[src/rtl/network_conv_acc_requant.sv]
// rtl/network_conv_acc_requant.sv - conv product accumulator with bias seed, round/shift requant and saturation
// Optional feature macro: NETWORK_CONV_ACC_RELU_EN (fused ReLU after saturation)
module network_conv_acc_requant #(
  parameter int PROD_WIDTH = 28,
  parameter int ACC_WIDTH  = 36,
  parameter int OUT_WIDTH  = 16,
  parameter int FRAC_SHIFT = 10
) (
  input  logic                  clk,
  input  logic                  reset_n,
  input  logic [7:0]            cfg_taps,
  input  logic [OUT_WIDTH-1:0]  bias,
  input  logic                  in_valid,
  output logic                  in_ready,
  input  logic [PROD_WIDTH-1:0] in_prod,
  output logic                  out_valid,
  input  logic                  out_ready,
  output logic [OUT_WIDTH-1:0]  out_data
);

  typedef enum logic [1:0] {S_IDLE, S_ACC, S_DONE} state_t;

  // One extra bit so adding the rounding constant can never wrap the sum.
  localparam int RW = ACC_WIDTH + 1;
  localparam logic signed [RW-1:0] SAT_MAX = RW'((1 << (OUT_WIDTH - 1)) - 1);
  localparam logic signed [RW-1:0] SAT_MIN = ~SAT_MAX;
  localparam logic [RW-1:0]        RND_HALF = RW'(1) << (FRAC_SHIFT - 1);

  state_t                 state, state_next;
  logic signed [ACC_WIDTH-1:0] acc, acc_next;
  logic [7:0]             tap_cnt, tap_cnt_next;
  logic [7:0]             taps_q, taps_next;
  logic                   accept;
  logic                   last;
  logic [ACC_WIDTH-1:0]   bias_ext;
  logic [ACC_WIDTH-1:0]   prod_ext;
  logic signed [RW-1:0]   rnd_sum;
  logic signed [RW-1:0]   rnd_shift;
  logic [OUT_WIDTH-1:0]   sat_val;
  logic [OUT_WIDTH-1:0]   req_val;

  assign accept    = in_valid && in_ready;
  assign out_valid = (state == S_DONE);
  assign bias_ext  = {{(ACC_WIDTH-OUT_WIDTH){bias[OUT_WIDTH-1]}}, bias} << FRAC_SHIFT;
  assign prod_ext  = {{(ACC_WIDTH-PROD_WIDTH){in_prod[PROD_WIDTH-1]}}, in_prod};

  // Stream handshake: products are refused only while a result is pending.
  always_comb begin
    in_ready = (state != S_DONE);
  end

  // Window sequencing and running sum for the product being accepted this cycle.
  always_comb begin
    state_next   = state;
    acc_next     = acc;
    tap_cnt_next = tap_cnt;
    taps_next    = taps_q;
    last         = 1'b0;
    case (state)
      S_IDLE: begin
        if (accept) begin
          taps_next    = (cfg_taps == 8'd0) ? 8'd1 : cfg_taps;
          acc_next     = $signed(bias_ext + prod_ext);
          tap_cnt_next = 8'd1;
          last         = (taps_next == 8'd1);
          state_next   = last ? S_DONE : S_ACC;
        end
      end
      S_ACC: begin
        if (accept) begin
          acc_next     = $signed(acc + prod_ext);
          tap_cnt_next = tap_cnt + 8'd1;
          last         = (tap_cnt_next == taps_q);
          state_next   = last ? S_DONE : S_ACC;
        end
      end
      S_DONE: begin
        if (out_ready) state_next = S_IDLE;
      end
      default: state_next = S_IDLE;
    endcase
  end

  // Round half up, arithmetic shift to output scale, then clamp to the output range.
  always_comb begin
    rnd_sum   = $signed({acc_next[ACC_WIDTH-1], acc_next} + RND_HALF);
    rnd_shift = rnd_sum >>> FRAC_SHIFT;
    if (rnd_shift > SAT_MAX)      sat_val = SAT_MAX[OUT_WIDTH-1:0];
    else if (rnd_shift < SAT_MIN) sat_val = SAT_MIN[OUT_WIDTH-1:0];
    else                          sat_val = rnd_shift[OUT_WIDTH-1:0];
`ifdef NETWORK_CONV_ACC_RELU_EN
    req_val = sat_val[OUT_WIDTH-1] ? '0 : sat_val;
`else
    req_val = sat_val;
`endif
  end

  // State, accumulator and result registers; result captured with the last product.
  always_ff @(posedge clk or negedge reset_n) begin
    if (!reset_n) begin
      state    <= S_IDLE;
      acc      <= '0;
      tap_cnt  <= '0;
      taps_q   <= 8'd1;
      out_data <= '0;
    end else begin
      state   <= state_next;
      acc     <= acc_next;
      tap_cnt <= tap_cnt_next;
      taps_q  <= taps_next;
      if (last) out_data <= req_val;
    end
  end

endmodule

[config.mk]
export PLATFORM = sky130hd
export DESIGN_NAME = network_conv_acc_requant
export DESIGN_NICKNAME = d
export VERILOG_FILES = /design/src/rtl/network_conv_acc_requant.sv
export SDC_FILE = /design/constraint.sdc
export NUM_CORES = 1
export LEC_CHECK = 0
export CORE_MARGIN = 2
export CORE_UTILIZATION = 50
export CTS_CLUSTER_SIZE = 40
export DETAILED_ROUTE_END_ITERATION = 8
export HOLD_SLACK_MARGIN = 0.12
export PLACE_DENSITY = 0.82
export SYNTH_ARGS = -nofsm -noshare
export SYNTH_HDL_FRONTEND = slang
export SYNTH_SLANG_ARGS = --single-unit
export TNS_END_PERCENT = 10
[constraint.sdc]
create_clock -name clk -period 8.4 [get_ports clk]
set_clock_uncertainty 0.05 [all_clocks]
set_input_delay 0.84 -clock clk [delete_from_list [all_inputs] [get_ports clk]]
set_output_delay 0.84 -clock clk [all_outputs]
set_load 0.01 [all_outputs]
==> results of run 1 <==
tightest hold or removal path, stage by stage (launching register included):
cell and delay (ns):
dfrtp_1 0.34, nand2_1 0.05, o31ai_1 0.05
registers in the layout, summed over array words and instances, names as in the netlist:
name / count
acc: 36
out_data: 16
tap_cnt: 8
taps_q: 8
state: 2
power by group through the flow:
stage | logic (mW) | registers, mW | clock network, mW
2_1_floorplan | 1.78 | 0.594 | 0
3_3_place_gp | 2.32 | 0.621 | 0
3_5_place_dp | 2.34 | 0.621 | 0
4_1_cts | 2.36 | 0.617 | 0.425
5_1_grt | 2.63 | 0.635 | 0.440
6_report | 2.41 | 0.619 | 0.425
routing by layer:
metal	global-route usage (%)	part of all wire, %	up-vias
li1	-	-	3785
met1	40.2	43	3808
met2	46.6	44	335
met3	5.86	8.0	79
met4	14.2	4.7	0
met5	0	0	-
synth_stat cells (all sizes together) (9+ instances only):
library cell / number / area [um2]
o31ai: 21 / 208
buf: 21 / 114
nor4: 10 / 98.8
or3: 13 / 81.3
a2111oi: 11 / 146
xor2: 22 / 193
inv: 17 / 63.8
a21oi: 89 / 453
o21a: 16 / 120
nand3: 27 / 145
mux2i: 15 / 150
a31oi: 9 / 56.3
xnor2: 30 / 263
dfrtp: 69 / 1730
nand2: 125 / 469
nor3: 21 / 121
a211o: 10 / 87.6
nor2: 80 / 305
clkbuf: 35 / 131
o21ai: 58 / 290
a211oi: 15 / 118
and2: 24 / 153
a21o: 22 / 166
o211ai: 18 / 135
nand4: 28 / 181
ha: 55 / 688
and3: 14 / 87.6
nand2b: 14 / 87.6
through the flow:
stage          area, um2  hold WS (ns)  power [mW]  worst slack [ns]  instances
6_report            8960         0.426        3.46              2.50       1241
5_1_grt             8960         0.447        3.71              2.18       1241
4_1_cts             8960         0.428        3.41              2.65       1241
3_5_place_dp        8630         0.415        2.96              2.29       1225
3_3_place_gp        8630         0.413        2.94              2.43       1225
2_1_floorplan       7810         0.404        2.37              3.71        987
worst max path at each step:
stage             start                      end  slack, ns  depth (start not counted)
2_1_floorplan   bias[3]  out_data[3]$_DFFE_PN0P_       3.71                         15
3_3_place_gp   in_valid  out_data[6]$_DFFE_PN0P_       2.43                         16
5_1_grt        in_valid  out_data[6]$_DFFE_PN0P_       2.18                         16
3_5_place_dp   in_valid  out_data[6]$_DFFE_PN0P_       2.29                         16
4_1_cts        in_valid  out_data[6]$_DFFE_PN0P_       2.65                         16
6_report       in_valid  out_data[6]$_DFFE_PN0P_       2.50                         16
cell families after synthesis:
kind of cell             count (synthesis)
AND/OR/NAND/NOR                        397
AO/OA/AOI/OAI                          319
buffers and inverters                   73
flip-flops                              70
adder cells (fa/ha/maj)                 57
XOR/XNOR                                52
multiplexers                            19
area by class of cell:
cell class              instances  area, um2  share of cell area [%]
repair buffers                 83        801                    8.94
well taps                     211        264                    2.95
flip-flops and latches         70       1750                    19.6
inverters                      17       63.8                   0.712
clock buffers                   9        225                    2.51
clock inverters                 7       96.3                    1.08
multi-input cells             844       5750                    64.2
==> reports/qor.yml, run 1 <==
run_status:
  status: "finished, final reports clean"
detailed_routing:
  postRouteAntennaNets: 0
  drc: 0
  dr.pass1.iters: 5
  drt_iter0_drc: 843
  vias_per_cell: 6.45
  routed_wl_um: 24800
  wire_per_inst_um: 20.0
  via_count: 8007
setup_path:
  reg2reg_depth: 16
  crit_path_start_kind: "primary input"
  rr_endpoint: "out_data[6]$_DFFE_PN0P_"
  worst_path_most_repeated_cell: "and3_1"
  cp.required_ns: 8.57
  worst_path_largest_cell_delay_ns: 0.76
  setup.worst_path.class: "primary input to flip-flop"
  slowest_stage: "clkdlybuf4s50_1"
  end_kind: "flip-flop"
  worstPathArrival_ns: 6.07
  reg2reg_from: "acc[0]$_DFFE_PN0P_"
  crit_buf_inv: 3
  cp_top_family: "simple AND/OR/NAND/NOR gates"
  worst-path-max-fanout: 16
  rrSetupSlack_ns: 3.31
  cp_cell_sequence: "clkdlybuf4s50_1, inv_1, nor2_1, buf_4, and3_1, nor3_1, nor2b_1, ha_1, nand2_1, or3_1, nor2_2, nand4_1, xnor2_1, o41ai_4, and3_1, o31ai_2"
clock_network:
  cts_setup_buffers: 0
  root_buffer: "clkbuf_16"
  worst_skew_pair.late_latency_ns: 0.35
  h-tree-depth: 3
  cts.sinks: 70
  ctsHoldBuffers: 0
  cts_tree: "yes"
  cts_resized: 0
  cts_buffers: 9
  clock_path_buffers: 2
  path_clk_slew_ns: 0.07
grt:
  track_usage_pct: 30.0
  grt_pass1_vias: 7362
  antenna_found_initial: 0
  grt_max_degree: 71
  grt_pass1_wl_um: 38900
  gr-total-overflow: 0
final_layout:
  drive_above_1_share_pct: 7.96
  diodes: 0
  final_util_pct: 58.7
  layout-area-overhead-vs-synth_pct: 14.6
  layout_commonest_cell: "nand2_1"
  final_cell_mix: "nand2_1, a21oi_1, nor2_1, clkdlybuf4s50_1, dfrtp_1"
  nFillCells: 1362
  fin_nets: 1138
sta:
  drv_slew: 0
  hold_viol: 0
  relSlewSlack_pct: 37.2
  fin_tns_setup_ns: 0
  setup_violations: 0
  finalCriticalPeriod_ns: 5.90
  rsz0062_at_grt: "false"
  fmax_mhz: 170
  finalCritPeriodShare_pct: 70.2
  tightest_slew_ns: 0.943
synthesis:
  synth-simple-area-share_pct: 26.8
  synth_area_um2: 7810
  synth-main-ff-cell: "dfrtp_1"
  synth-edff-count: 0
  synth_top_family_by_area: "compound AO/OA/AOI/OAI gates"
  yosysSeqAreaShare_pct: 22.4
  synth_cell_type_count: 100
  synth-xor-area-share_pct: 5.83
  syn_nets: 1100
  synthArstFlopShare_pct: 100
  yosys_warnings: 0
  synth_seq_cells: 70
  synth_fa_ha_area_share_pct: 9.32
  muxShareOfSynthArea_pct: 2.55
  avgSynthCellArea_um2: 7.92
  synth-compound-area-share_pct: 29.1
  synth_cells: 987
flow_run:
  maxCapViolCount: 0
pwr:
  p_per_area_nw_per_um2: 386
  combinationalPowerShare_pct: 69.8
  power.internal_mw: 1.70
  seqPwrFrac_pct: 17.9
  swShare_pct: 50.8
  power.share.clock_pct: 12.3
  p_leak_nw: 3.67
  ir_worst_vdd_mv: 0.170
  switchingPower_mw: 1.76
die:
  chipHeight_um: 129
  die_w_um: 129
  num_rows: 45
  die_area_um2: 16600
  coreArea_um2: 15300
  start_util_pct: 51.2
  pin_count: 74
place:
  dp_hpwl_um: 18900
  io_buffers: 73
  globalplace.congestion: 1.00
worst_hold_path:
  whs_endpoint: "out_data[13]$_DFFE_PN0P_"
  hold_start: "out_data[13]$_DFFE_PN0P_"
  hold_class: "flip-flop to flip-flop"
  whs_path_depth: 2
Note: power is estimated with default switching activity, not from simulation.
==> run 2: changes to the inputs <==
--- a/config.mk
+++ b/config.mk
@@ -10,7 +10,7 @@
 export CTS_CLUSTER_SIZE = 40
 export DETAILED_ROUTE_END_ITERATION = 8
 export HOLD_SLACK_MARGIN = 0.12
-export PLACE_DENSITY = 0.82
+export PLACE_DENSITY = 0.85
 export SYNTH_ARGS = -nofsm -noshare
 export SYNTH_HDL_FRONTEND = slang
 export SYNTH_SLANG_ARGS = --single-unit
==> constraint.sdc (replaced) <==
create_clock -name clk -period 5 [get_ports clk]
set_clock_uncertainty 0.05 [all_clocks]
set_input_delay 0.5 -clock clk [delete_from_list [all_inputs] [get_ports clk]]
set_output_delay 0.5 -clock clk [all_outputs]
set_load 0.01 [all_outputs]
==> reports/qor.yml, run 2 (synthesized netlist as in run 1, its figures left out) <==
final_layout:
  top_register: "acc"  # unchanged
  drive_above_1_share_pct: 18.6  # was 7.96%
  top_regs: "acc x36, out_data x16"  # unchanged
  instances_no_fill: 1359  # was 1241
  layout-area-overhead-vs-synth_pct: 26.9  # was 14.6%
  diodes: 0  # unchanged
  layout_commonest_cell: "buf_4"  # was nand2_1
  final_cell_mix: "buf_4, nand2_1, a21oi_1, nor2_1, clkdlybuf4s50_1"  # was nand2_1, a21oi_1, nor2_1, clkdlybuf4s50_1, dfrtp_1
  largest_reg_flops: 36  # unchanged
  fin_nets: 1257  # was 1138
setup_path:
  setup.worst_path.class: "primary input to flip-flop"  # unchanged
  end_kind: "flip-flop"  # unchanged
  worst-path-max-fanout: 15  # was 16
  cp.required_ns: 5.15  # was 8.57 ns
  crit_path_start_kind: "primary input"  # unchanged
  worstPathArrival_ns: 4.97  # was 6.07 ns
sta:
  drv_slew: 0  # unchanged
  hold_ws_ns: 0.244  # was 0.426 ns
  setup_violations: 0  # unchanged
  fmax_mhz: 208
  finalCritPeriodShare_pct: 96.3
  hold_viol: 0  # unchanged
  tightest_slew_ns: 0.932  # was 0.943 ns
  relSlewSlack_pct: 37.9  # was 37.2%
  finalCriticalPeriod_ns: 4.82
grt:
  antenna_found_initial: 0  # unchanged
  grt_pass1_vias: 8168  # was 7362
  track_usage_pct: 32.7  # was 30.0%
  gr-total-overflow: 0  # unchanged
  grt_max_degree: 42  # was 71
  grt_pass1_wl_um: 42500  # was 38900 um
die:
  num_rows: 45  # unchanged
  chipHeight_um: 129  # unchanged
  start_util_pct: 51.2  # unchanged
  pin_count: 74  # unchanged
  die_w_um: 129  # unchanged
  die_area_um2: 16600  # unchanged
  coreArea_um2: 15300  # unchanged
pwr:
  p_per_area_nw_per_um2: 654  # was 386 nW/um2
  total_power_mw: 6.49  # was 3.46 mW
  p_leak_nw: 4.24  # was 3.67 nW
  ir_worst_vdd_mv: 0.351  # was 0.170 mV
clock_network:
  cts_buffers: 9  # unchanged
  worst_skew_pair.late_latency_ns: 0.34  # was 0.35 ns
  cts_tree: "yes"  # unchanged
  ctsHoldBuffers: 0  # unchanged
  cts.sinks: 70  # unchanged
  clock_path_buffers: 2  # unchanged
  h-tree-depth: 3  # unchanged
  path_clk_slew_ns: 0.05  # was 0.07 ns
  root_buffer: "clkbuf_16"  # unchanged
detailed_routing:
  dr.pass1.iters: 6  # was 5
  vias_per_cell: 6.28  # was 6.45
  postRouteAntennaNets: 0  # unchanged
  routed_wl_um: 27200  # was 24800 um
  wire_per_inst_um: 20.0  # about the same
  drt_iter0_drc: 782  # was 843
  via_count: 8536  # was 8007
  drc: 0  # unchanged
place:
  globalplace.congestion: 0.995  # was 1.00
  io_buffers: 73  # unchanged
  placedCellCount: 1340  # was 1225
  dp_hpwl_um: 21100  # was 18900 um
flow_run:
  maxCapViolCount: 0  # unchanged
run_status:
  status: "finished, final reports clean"  # unchanged
worst_hold_path:
  hold_class: "primary input to async pin"  # was flip-flop to flip-flop
-- run 2: path summary, 6_finish.rpt --
| check | endpoint | cells after the start | from | slack (ns) |
|---|---|---|---|---|
| setup / recovery | out_data[13]$_DFFE_PN0P_ | 19 | in_prod[10] | 0.18 |
| hold / removal | acc[7]$_DFFE_PN0P_ | 1 | reset_n | 0.24 |
| setup reg to reg | out_data[13]$_DFFE_PN0P_ | 15 | state[1]$_DFFE_PN0P_ | 0.37 |
| hold reg to reg | acc[4]$_DFFE_PN0P_ | 2 | acc[4]$_DFFE_PN0P_ | 0.44 |
| max in group asynchronous | state[0]$_DFFE_PN0P_ | 2 | reset_n | 3.66 |
| min in group clk | acc[4]$_DFFE_PN0P_ | 2 | acc[4]$_DFFE_PN0P_ | 0.44 |
-- run 2: layout make-up --
cell class / count / area, um2
clock buffer: 9 / 225
multi-input combinational: 844 / 5850
inverter: 17 / 63.8
timing repair buffer: 202 / 1700
clock inverter: 6 / 63.8
tap: 211 / 264
fill: 1264 / 5340
sequential: 70 / 1750
-- run 2: power by group --
group          internal, mW  switching, mW  leakage, nW  total, mW
Combinational          2.14           2.65         3.24       4.79
Clock                 0.382          0.240        0.137      0.622
Sequential            0.832          0.241        0.862       1.07
-- run 2: stage by stage --
| step | TNS [ns] | area [um2] | util (%) | setup WS (ns) |
|---|---|---|---|---|
| floorplan | 0 | 7810 | - | 0.646 |
| global placement | -0.728 | 9500 | 62.2 | -0.0771 |
| detailed placement | -1.75 | 9500 | 62.2 | -0.145 |
| CTS | 0 | 9790 | 64.1 | 0.150 |
| global route | -0.0596 | 9920 | 65.0 | -0.0306 |
| finish | 0 | 9920 | 65.0 | 0.183 |
-- run 2: timing repair --
item | CTS | global route
resized for setup | 0 | 23
buffers inserted | 0 | 3
endpoints found under the setup margin | 0 | 15
-- run 2: critical path: stages --
cell,delay (ns)
clkdlybuf4s50_1,0.43
ha_1,0.23
fa_2,0.37
a211o_4,0.36
a2111oi_4,0.42
buf_4,0.17
nor2_1,0.04
xor2_1,0.21
o22ai_1,0.10
a31oi_1,0.27
nand4_2,0.24
buf_4,0.22
a21oi_1,0.31
a21boi_1,0.13
a211o_1,0.26
o211a_1,0.13
a21oi_1,0.15
buf_4,0.28
o31ai_1,0.12
-- run 2: per-layer routing --
layer,routed length [um],part of all wire (%),GRT usage (%),vias to the layer above
met1,11300,42,42.1,4030
met3,2270,8.3,7.98,93
li1,-,-,-,4006
met4,1200,4.4,14.2,0
met2,12400,46,52.3,407
met5,0,0,0,-
==> run 3: changes to the inputs <==
--- a/config.mk
+++ b/config.mk
@@ -11,6 +11,7 @@
 export DETAILED_ROUTE_END_ITERATION = 8
 export HOLD_SLACK_MARGIN = 0.12
 export PLACE_DENSITY = 0.85
+export SKIP_CTS_REPAIR_TIMING = 1
 export SYNTH_ARGS = -nofsm -noshare
 export SYNTH_HDL_FRONTEND = slang
 export SYNTH_SLANG_ARGS = --single-unit
==> results of run 3 <==
No change in the layout: final DEF, timing and power equal those of run 2.
